File: src/rtl/uart_cmd_rx_pkg.sv
// Shared types and constants for the UART command receiver.
// The PARITY state exists only when UART_CMD_PARITY_EN is defined.
package uart_cmd_pkg;

  typedef enum logic [2:0] {
    ST_IDLE,
    ST_START,
    ST_DATA,
`ifdef UART_CMD_PARITY_EN
    ST_PARITY,
`endif
    ST_STOP,
    ST_WAIT_IDLE
  } rx_state_t;

  typedef enum logic [1:0] {
    CMD_NONE,
    CMD_CLR,
    CMD_RUN,
    CMD_MODE
  } cmd_t;

  localparam logic [7:0] CMD_CLEAR_U   = 8'h43;
  localparam logic [7:0] CMD_CLEAR_L   = 8'h63;
  localparam logic [7:0] CMD_RUNSTOP_U = 8'h52;
  localparam logic [7:0] CMD_RUNSTOP_L = 8'h72;
  localparam logic [7:0] CMD_MODE_U    = 8'h4D;
  localparam logic [7:0] CMD_MODE_L    = 8'h6D;

  localparam logic [3:0] MID_TICK = 4'd7;

  function automatic cmd_t decode_cmd(input logic [7:0] b);
    case (b)
      CMD_CLEAR_U,   CMD_CLEAR_L:   decode_cmd = CMD_CLR;
      CMD_RUNSTOP_U, CMD_RUNSTOP_L: decode_cmd = CMD_RUN;
      CMD_MODE_U,    CMD_MODE_L:    decode_cmd = CMD_MODE;
      default:                      decode_cmd = CMD_NONE;
    endcase
  endfunction

endpackage

File: src/rtl/uart_cmd_rx_baud_tick_gen.sv
// Free-running oversample tick: one-cycle pulse every CLK_HZ/(BAUD*OVERSAMPLE) clocks.
module baud_tick_gen #(
  parameter int CLK_HZ     = 100_000_000,
  parameter int BAUD       = 9600,
  parameter int OVERSAMPLE = 16
) (
  input  logic clk,
  input  logic reset,
  output logic tick
);

  localparam int DIV = CLK_HZ / (BAUD * OVERSAMPLE);
  localparam int CW  = (DIV > 1) ? $clog2(DIV) : 1;
  localparam logic [CW-1:0] DIV_LAST = CW'(DIV - 1);

  logic [CW-1:0] cnt;

  always_ff @(posedge clk) begin
    if (reset) begin
      cnt  <= '0;
      tick <= 1'b0;
    end else if (cnt == DIV_LAST) begin
      cnt  <= '0;
      tick <= 1'b1;
    end else begin
      cnt  <= cnt + CW'(1);
      tick <= 1'b0;
    end
  end

endmodule

File: src/rtl/uart_cmd_rx.sv
// UART receiver with ASCII command decode (C/R/M) for stopwatch control.
// Define UART_CMD_PARITY_EN for 8E1 framing; default is 8N1.
module uart_cmd_rx
  import uart_cmd_pkg::*;
#(
  parameter int CLK_HZ     = 100_000_000,
  parameter int BAUD       = 9600,
  parameter int OVERSAMPLE = 16
) (
  input  logic       clk,
  input  logic       reset,
  input  logic       rx,
  output logic       o_btn_clear,
  output logic       o_btn_runstop,
  output logic       o_sw_mode,
  output logic [7:0] o_rx_data,
  output logic       o_rx_valid,
  output logic       o_frame_err
);

  localparam logic [3:0] LAST_TICK = 4'(OVERSAMPLE - 1);

  logic       rx_meta, rx_s;
  logic       tick;
  rx_state_t  state, state_d;
  logic [3:0] tick_cnt;
  logic [2:0] bit_idx;
  logic [7:0] shift;
  logic       par_err;

  logic cnt_clr, cnt_inc, bit_clr, shift_en, good, ferr;
`ifdef UART_CMD_PARITY_EN
  logic par_smp;
`endif

  // Both stages reset high so reset never fakes a start bit.
  always_ff @(posedge clk) begin
    if (reset) begin
      rx_meta <= 1'b1;
      rx_s    <= 1'b1;
    end else begin
      rx_meta <= rx;
      rx_s    <= rx_meta;
    end
  end

  baud_tick_gen #(
    .CLK_HZ    (CLK_HZ),
    .BAUD      (BAUD),
    .OVERSAMPLE(OVERSAMPLE)
  ) u_tick (
    .clk  (clk),
    .reset(reset),
    .tick (tick)
  );

  always_ff @(posedge clk) begin
    if (reset) state <= ST_IDLE;
    else       state <= state_d;
  end

  always_comb begin
    state_d  = state;
    cnt_clr  = 1'b0;
    cnt_inc  = 1'b0;
    bit_clr  = 1'b0;
    shift_en = 1'b0;
    good     = 1'b0;
    ferr     = 1'b0;
`ifdef UART_CMD_PARITY_EN
    par_smp  = 1'b0;
`endif
    case (state)
      ST_IDLE: begin
        if (!rx_s) begin
          state_d = ST_START;
          cnt_clr = 1'b1;
        end
      end
      ST_START: begin
        if (tick) begin
          if (tick_cnt == MID_TICK) begin
            cnt_clr = 1'b1;
            if (!rx_s) begin
              state_d = ST_DATA;
              bit_clr = 1'b1;
            end else begin
              state_d = ST_IDLE;
            end
          end else begin
            cnt_inc = 1'b1;
          end
        end
      end
      ST_DATA: begin
        if (tick) begin
          if (tick_cnt == LAST_TICK) begin
            shift_en = 1'b1;
            cnt_clr  = 1'b1;
            if (bit_idx == 3'd7) begin
`ifdef UART_CMD_PARITY_EN
              state_d = ST_PARITY;
`else
              state_d = ST_STOP;
`endif
            end
          end else begin
            cnt_inc = 1'b1;
          end
        end
      end
`ifdef UART_CMD_PARITY_EN
      ST_PARITY: begin
        if (tick) begin
          if (tick_cnt == LAST_TICK) begin
            par_smp = 1'b1;
            cnt_clr = 1'b1;
            state_d = ST_STOP;
          end else begin
            cnt_inc = 1'b1;
          end
        end
      end
`endif
      ST_STOP: begin
        if (tick) begin
          if (tick_cnt == LAST_TICK) begin
            cnt_clr = 1'b1;
            if (rx_s) begin
              // Parity-only failures go straight back to IDLE; line is already high.
              good    = !par_err;
              ferr    = par_err;
              state_d = ST_IDLE;
            end else begin
              ferr    = 1'b1;
              state_d = ST_WAIT_IDLE;
            end
          end else begin
            cnt_inc = 1'b1;
          end
        end
      end
      ST_WAIT_IDLE: begin
        if (rx_s) state_d = ST_IDLE;
      end
      default: state_d = ST_IDLE;
    endcase
  end

  always_ff @(posedge clk) begin
    if (reset) begin
      tick_cnt    <= '0;
      bit_idx     <= '0;
      shift       <= '0;
      o_rx_data   <= 8'h00;
      o_rx_valid  <= 1'b0;
      o_frame_err <= 1'b0;
    end else begin
      if (cnt_clr)      tick_cnt <= '0;
      else if (cnt_inc) tick_cnt <= tick_cnt + 4'd1;
      if (bit_clr)       bit_idx <= '0;
      else if (shift_en) bit_idx <= bit_idx + 3'd1;
      if (shift_en) shift <= {rx_s, shift[7:1]};
      if (good)     o_rx_data <= shift;
      o_rx_valid  <= good;
      o_frame_err <= ferr;
    end
  end

`ifdef UART_CMD_PARITY_EN
  // Even parity: data bits plus parity bit must XOR to zero.
  always_ff @(posedge clk) begin
    if (reset)        par_err <= 1'b0;
    else if (bit_clr) par_err <= 1'b0;
    else if (par_smp) par_err <= (^shift) ^ rx_s;
  end
`else
  assign par_err = 1'b0;
`endif

  cmd_t cmd;
  assign cmd = decode_cmd(o_rx_data);

  always_ff @(posedge clk) begin
    if (reset) begin
      o_btn_clear   <= 1'b0;
      o_btn_runstop <= 1'b0;
      o_sw_mode     <= 1'b0;
    end else begin
      o_btn_clear   <= o_rx_valid && (cmd == CMD_CLR);
      o_btn_runstop <= o_rx_valid && (cmd == CMD_RUN);
      if (o_rx_valid && (cmd == CMD_MODE)) o_sw_mode <= ~o_sw_mode;
    end
  end

endmodule

File: config.mk
export PLATFORM = sky130hd
export DESIGN_NAME = uart_cmd_rx
export DESIGN_NICKNAME = d
export VERILOG_FILES = /design/src/rtl/uart_cmd_rx_pkg.sv /design/src/rtl/uart_cmd_rx_baud_tick_gen.sv /design/src/rtl/uart_cmd_rx.sv
export SDC_FILE = /design/constraint.sdc
export NUM_CORES = 1
export LEC_CHECK = 0
export CORE_MARGIN = 3
export CORE_UTILIZATION = 42
export DETAILED_ROUTE_END_ITERATION = 7
export HOLD_SLACK_MARGIN = 0.06
export PLACE_DENSITY_LB_ADDON = 0.2
export SYNTH_ARGS = -nofsm -noshare
export SYNTH_HDL_FRONTEND = slang
export SYNTH_HIERARCHICAL = 1
export SYNTH_SLANG_ARGS = --single-unit
File: constraint.sdc
create_clock -name clk -period 3.8 [get_ports clk]
set_input_delay 0.95 -clock clk [delete_from_list [all_inputs] [get_ports clk]]
set_output_delay 0.95 -clock clk [all_outputs]
set_load 0.05 [all_outputs]
==> impl_metrics.csv, run 1 <==
group,metric,value,unit
grt,grt_pass1_vias,1386,
sta,period_minus_slack,2.51,ns
sta,slew_violations,0,
grt,grt_pass1_wl,6290,um
drt,routed_wl,3700,um
cts,clkSinkCount,44,
synth,synthArstFlopShare,0,
synth,ys.flop_type,"dfxtp_1",
drt,drc,0,
final_layout,n_antenna_cell,0,
synth,yosysSeqAreaShare,0.460,
cts,worstSkewPairLatency,0.29,ns
min_path,worstHoldPathType,"reg2reg",
sta,fin_skew,0.00534,ns
synth,post-synth-top-area-cell,"dfxtp_1",
cts,clockRootBuffer,"clkbuf_8",
place,place_ws,1.21,ns
critical_path,crit_arrival,1.56,ns
final_layout,nNetsFinal,220,
cts,post_cts_resized,0,
critical_path,cp_data_required_time,2.85,ns
sta,rsz0062_at_grt,"false",
sta,fmax,399,MHz
cts,cts.path.max_buffers,2,
sta,fin_tns_setup,0,ns
drt,vias,1456,
sta,slew_headroom,0.563,
critical_path,path_buf_inv,1,
critical_path,reg2reg_to,"shift[6]",
critical_path,reg2reg_depth,5,
cts,cts_tree,"done",
final_layout,syn_to_final_growth,15.1,%
cts,ctsHoldBuffers,0,
sta,finalCritPeriodShare,0.660,
final_layout,layout_commonest_cell,"dfxtp_1",
critical_path,cpMaxStageDelayCell,"clkdlybuf4s50_1",
grt,grt_max_degree,34,
critical_path,cp_max_fo,5,
grt,antenna_found_initial,0,
drt,drt_iter0_markers,81,
floorplanning,die_y,73.5,um
critical_path,r2r-start,"tick_cnt[0]",
synth,yosys.cell_types.count,41,
run,cap_viol_max_count,0,
floorplanning,boundaryPins,16,
critical_path,crit_family,"buffers and inverters",
drt,first_pass_iters,4,
final_layout,layout-drive-gt1-share,0.103,
critical_path,endpoint,"o_rx_data[4]",
critical_path,cp_cell_sequence,"clkdlybuf4s50_1",
synth,synth_edf_count,0,
power,power_density,386,nW/um^2
synth,syn_nets,207,
grt,grt_overflow,0,
grt,grt_usage,0.148,
synth,synthTopCellsByArea,"dfxtp_1 46%, mux2i_1 10%, nor2_1 6.1%, ha_1 3.3%, xnor2_1 3.2%",
final_layout,layout_common_cells,"44 x dfxtp_1, 31 x nor2_1, 20 x mux2i_1",
cts,clk_pin_slew_worst_paths,0.08,ns
cts,post_cts_buffers,0,
sta,finalHoldViolCount,0,
final_layout,num-fill-cells,378,
synth,yosys.area.top_type_share,0.460,
critical_path,cp.depth,1,
cts,ctsHtreeMaxLevel,2,
synth,syn_inst,199,
floorplanning,start_util,0.455,
synth,avgSynthCellArea,9.61,sq um
place,gp_congestion,0.781,
floorplanning,rows,23,
cts,cts_made_buffers,5,
critical_path,start_kind,"flop",
sta,timing.final.setup_violations,0,
power,vdd_drop_max,266,uV
drt,viasPerCell,5.54,
floorplanning,core,4200,sq um
run_status,run_status,"finished clean",
critical_path,crit_path_start,"o_rx_data[4]",
critical_path,path_class,"reg2out",
synth,synth_area,1910,sq um
critical_path,critPathMaxStageDelay,0.84,ns
drt,ant_nets,0,
critical_path,worst_setup_path_end_kind,"output port",
floorplanning,die_w,73.5,um
place,hpwl,2680,um
place,portBuffers,15,
synth,synth_seq_cells,44,
sta,tightest_slew,0.655,ns
floorplanning,die_area,5400,sq um
drt,wl_per_cell,14.1,um
sta,setup_slack,1.29,ns
synth,ys_warn_count,6,
power,p_leak,0.819,nW
critical_path,rrSetupSlack,1.87,ns
Yosys cell counts (2+ instances only):
cell type	count
a2111oi_0	2
a211oi_1	2
a21oi_1	4
a21oi_2	5
and3_2	2
and3b_1	3
buf_2	4
clkbuf_1	5
dfxtp_1	44
ha_1	5
inv_1	5
mux2i_1	20
nand2_1	5
nand2b_1	2
nand3_1	4
nand3b_1	2
nand4_1	4
nor2_1	31
nor2b_1	3
nor3_1	5
nor4_1	2
nor4b_1	4
o21ai_0	6
or2_2	3
or3_1	5
xnor2_1	7
sequential cells by signal (all words and copies together) (netlist names), 3 cells and up:
signal      count
u_tick/cnt     10
o_rx_data       8
shift           8
tick_cnt        4
bit_idx         3
state           3
through the flow:
step / area, sq um / total power [mW] / hold slack, ns / util / std cells
after CTS: 2200 / 0.865 / 0.438 / 0.524 / 263
after floorplan: 1910 / 0.505 / 0.389 / - / 199
after detailed placement: 2090 / 0.513 / 0.406 / 0.498 / 255
final: 2200 / 0.851 / 0.427 / 0.524 / 263
after global routing: 2200 / 0.889 / 0.444 / 0.524 / 263
after global placement: 2090 / 0.512 / 0.404 / 0.498 / 255
cell type report:
| class | instances | area (sq um) | area share |
|---|---|---|---|
| timing repair buffer | 16 | 158 | 0.0716 |
| clock inverter | 3 | 42.5 | 0.0193 |
| tap | 50 | 62.6 | 0.0284 |
| multi-input combinational | 140 | 971 | 0.441 |
| inverter | 5 | 18.8 | 0.00852 |
| sequential | 44 | 881 | 0.400 |
| clock buffer | 5 | 68.8 | 0.0313 |
cells by family after synthesis:
family          synth area share
buf+inv                   0.0320
fa+ha+maj                 0.0327
compound gates             0.102
flops                      0.460
mux                        0.105
simple gates               0.232
xor+xnor                  0.0366
per-layer routing:
layer / routed length, um / track usage / share of wire
met4: 52 / 0.0543 / 0.014
met1: 1710 / 0.186 / 0.46
met2: 1840 / 0.240 / 0.50
met3: 95 / 0.0410 / 0.026
met5: 0 / 0 / 0
worst min path at each step:
stage	start	end	slack, ns	cells past startpoint
after floorplan	rx_meta	rx_s	0.39	1
after global placement	rx_meta	rx_s	0.40	1
after detailed placement	rx_meta	rx_s	0.41	1
after CTS	rx_meta	rx_s	0.44	1
after global routing	rx_meta	rx_s	0.44	1
final	rx_meta	rx_s	0.43	1
power breakdown:
| group | total, mW | switching, mW | internal [mW] | leakage (nW) |
|---|---|---|---|---|
| combinational | 0.0282 | 0.0160 | 0.0122 | 0.409 |
| clock | 0.349 | 0.154 | 0.194 | 0.0541 |
| sequential | 0.474 | 0.00811 | 0.466 | 0.356 |
| total | 0.851 | 0.178 | 0.672 | 0.819 |
Note: power is estimated with default switching activity, not from simulation.
==> inputs of run 2 (changes only) <==
==> constraint.sdc (replaced) <==
create_clock -name clk -period 2.1 [get_ports clk]
set_input_delay 0.525 -clock clk [delete_from_list [all_inputs] [get_ports clk]]
set_output_delay 0.525 -clock clk [all_outputs]
set_load 0.05 [all_outputs]
==> run 2 against run 1 <==
  * Combinational power up 81%
  * Register-to-register slack worse by 1.7 ns
  * Routed wire length down 1.4%
  * Clock skew about the same
  * Highest routed layer unchanged
  * Sequential share of layout area down 0.32 points
  * Critical path depth unchanged
==> impl_metrics.csv, run 2 (synthesis gave the netlist of run 1 again) <==
group,metric,value,unit
place,hpwl,2660,um
cts,ctsHtreeMaxLevel,2,
drt,first_pass_iters,4,
sta,finalCritPeriodShare,0.964,
power,vdd_drop_max,484,uV
cts,clk_pin_slew_worst_paths,0.08,ns
cts,cts_tree,"done",
critical_path,start_kind,"flop",
sta,hold_ws,0.432,ns
critical_path,cpMaxStageDelayCell,"clkdlybuf4s50_1",
sta,fmax,494,MHz
run_status,run_status,"finished clean",
floorplanning,die_area,5400,sq um
grt,grt_pass1_vias,1402,
cts,post_cts_buffers,0,
floorplanning,boundaryPins,16,
floorplanning,start_util,0.455,
drt,viasPerCell,5.58,
grt,grt_max_degree,33,
power,p_leak,0.887,nW
critical_path,cp_data_required_time,1.57,ns
sta,rsz0062_at_grt,"false",
sta,tightest_slew,0.601,ns
critical_path,crit_family,"buffers and inverters",
cts,clockRootBuffer,"clkbuf_8",
critical_path,reg2reg_to,"o_rx_data[5]",
min_path,min_path_cells,1,
sta,slew_violations,0,
critical_path,cp_cell_sequence,"clkdlybuf4s50_1",
critical_path,reg2reg_depth,5,
final_layout,reg.largest.list,"u_tick/cnt (10), o_rx_data (8), shift (8)",
critical_path,path_buf_inv,1,
final_layout,n_antenna_cell,0,
final_layout,nNetsFinal,221,
final_layout,layout_common_cells,"44 x dfxtp_1, 31 x nor2_1, 20 x mux2i_1",
sta,finalHoldViolCount,0,
critical_path,cp_max_fo,4,
sta,slew_headroom,0.598,
floorplanning,core,4200,sq um
cts,clkSinkCount,44,
drt,routed_wl,3650,um
run,cap_viol_max_count,0,
critical_path,path_class,"reg2out",
critical_path,crit_arrival,1.50,ns
grt,grt_overflow,0,
final_layout,syn_to_final_growth,16.0,%
min_path,worstHoldPathType,"reg2reg",
drt,drt_iter0_markers,55,
drt,vias,1473,
grt,antenna_found_initial,0,
cts,cts.path.max_buffers,2,
grt,grt_usage,0.151,
critical_path,worst_setup_path_end_kind,"output port",
cts,ctsHoldBuffers,0,
sta,fin_tns_setup,0,ns
power,power_density,702,nW/um^2
place,portBuffers,15,
drt,drc,0,
final_layout,layout_commonest_cell,"dfxtp_1",
cts,cts_made_buffers,5,
power,power.total,1.56,mW
cts,worstSkewPairLatency,0.30,ns
final_layout,largest-register,"u_tick/cnt",
final_layout,layout-drive-gt1-share,0.112,
floorplanning,rows,23,
min_path,hold_path.startpoint,"rx_meta",
grt,grt_pass1_wl,6400,um
drt,ant_nets,0,
sta,setup_slack,0.0760,ns
final_layout,num-fill-cells,388,
sta,period_minus_slack,2.02,ns
critical_path,rrSetupSlack,0.21,ns
drt,wl_per_cell,13.8,um
floorplanning,die_y,73.5,um
place,place_ws,0.114,ns
final_layout,largest_reg_flops,10,
critical_path,critPathMaxStageDelay,0.83,ns
critical_path,r2r-start,"tick_cnt[0]",
sta,fin_skew,0.00506,ns
min_path,hold_end,"rx_s",
floorplanning,die_w,73.5,um
sta,timing.final.setup_violations,0,
place,gp_congestion,0.813,
-- run 2: final cells by class --
type / instances / area (sq um) / area share
Multi-Input combinational cell: 140 / 971 / 0.437
Sequential cell: 44 / 881 / 0.397
Timing Repair Buffer: 17 / 170 / 0.0767
Tap cell: 50 / 62.6 / 0.0282
Inverter: 5 / 18.8 / 0.00846
Clock buffer: 5 / 68.8 / 0.0310
Clock inverter: 3 / 47.5 / 0.0214
-- run 2: per-stage QoR --
step | cells | utilization | instance area, sq um
4_1_cts | 264 | 0.527 | 2210
5_1_grt | 264 | 0.528 | 2220
3_5_place_dp | 256 | 0.499 | 2100
3_3_place_gp | 256 | 0.499 | 2100
2_1_floorplan | 199 | - | 1910
6_report | 264 | 0.528 | 2220
-- run 2: per-layer routing --
layer  wire length (um)  track usage
met1               1710        0.192
met2               1770        0.238
met3                123       0.0547
met4                 40       0.0443
met5                  0            0
-- run 2: worst max-delay path by stage --
stage          slack [ns]         start             to  cells after the start
3_3_place_gp         0.18         reset  u_tick/cnt[3]                      4
4_1_cts              0.02  o_rx_data[0]   o_rx_data[0]                      1
2_1_floorplan        0.52  o_rx_data[1]    o_btn_clear                      2
6_report             0.08  o_rx_data[1]   o_rx_data[1]                      1
3_5_place_dp         0.11         reset  u_tick/cnt[4]                      4
5_1_grt              0.02  o_rx_data[1]   o_rx_data[1]                      1
-- run 2: repair_timing --
item / CTS / global route
endpoints found under the hold margin: 0 / 0
resized for setup: 0 / 3
endpoints found under the setup margin: 0 / 3
-- run 2: power breakdown --
group | internal [mW] | total, mW | switching [mW]
clock | 0.358 | 0.648 | 0.290
sequential | 0.843 | 0.858 | 0.0155
combinational | 0.0220 | 0.0511 | 0.0291
==> inputs of run 3 (changes only) <==
--- a/config.mk
+++ b/config.mk
@@ -5,8 +5,10 @@
 export SDC_FILE = /design/constraint.sdc
 export NUM_CORES = 1
 export LEC_CHECK = 0
+export CAP_MARGIN = 20
 export CORE_MARGIN = 3
 export CORE_UTILIZATION = 42
+export CTS_CLUSTER_DIAMETER = 80
 export DETAILED_ROUTE_END_ITERATION = 7
 export HOLD_SLACK_MARGIN = 0.06
 export PLACE_DENSITY_LB_ADDON = 0.2
==> results of run 3 <==
No change in the layout: final DEF, timing and power equal those of run 2.
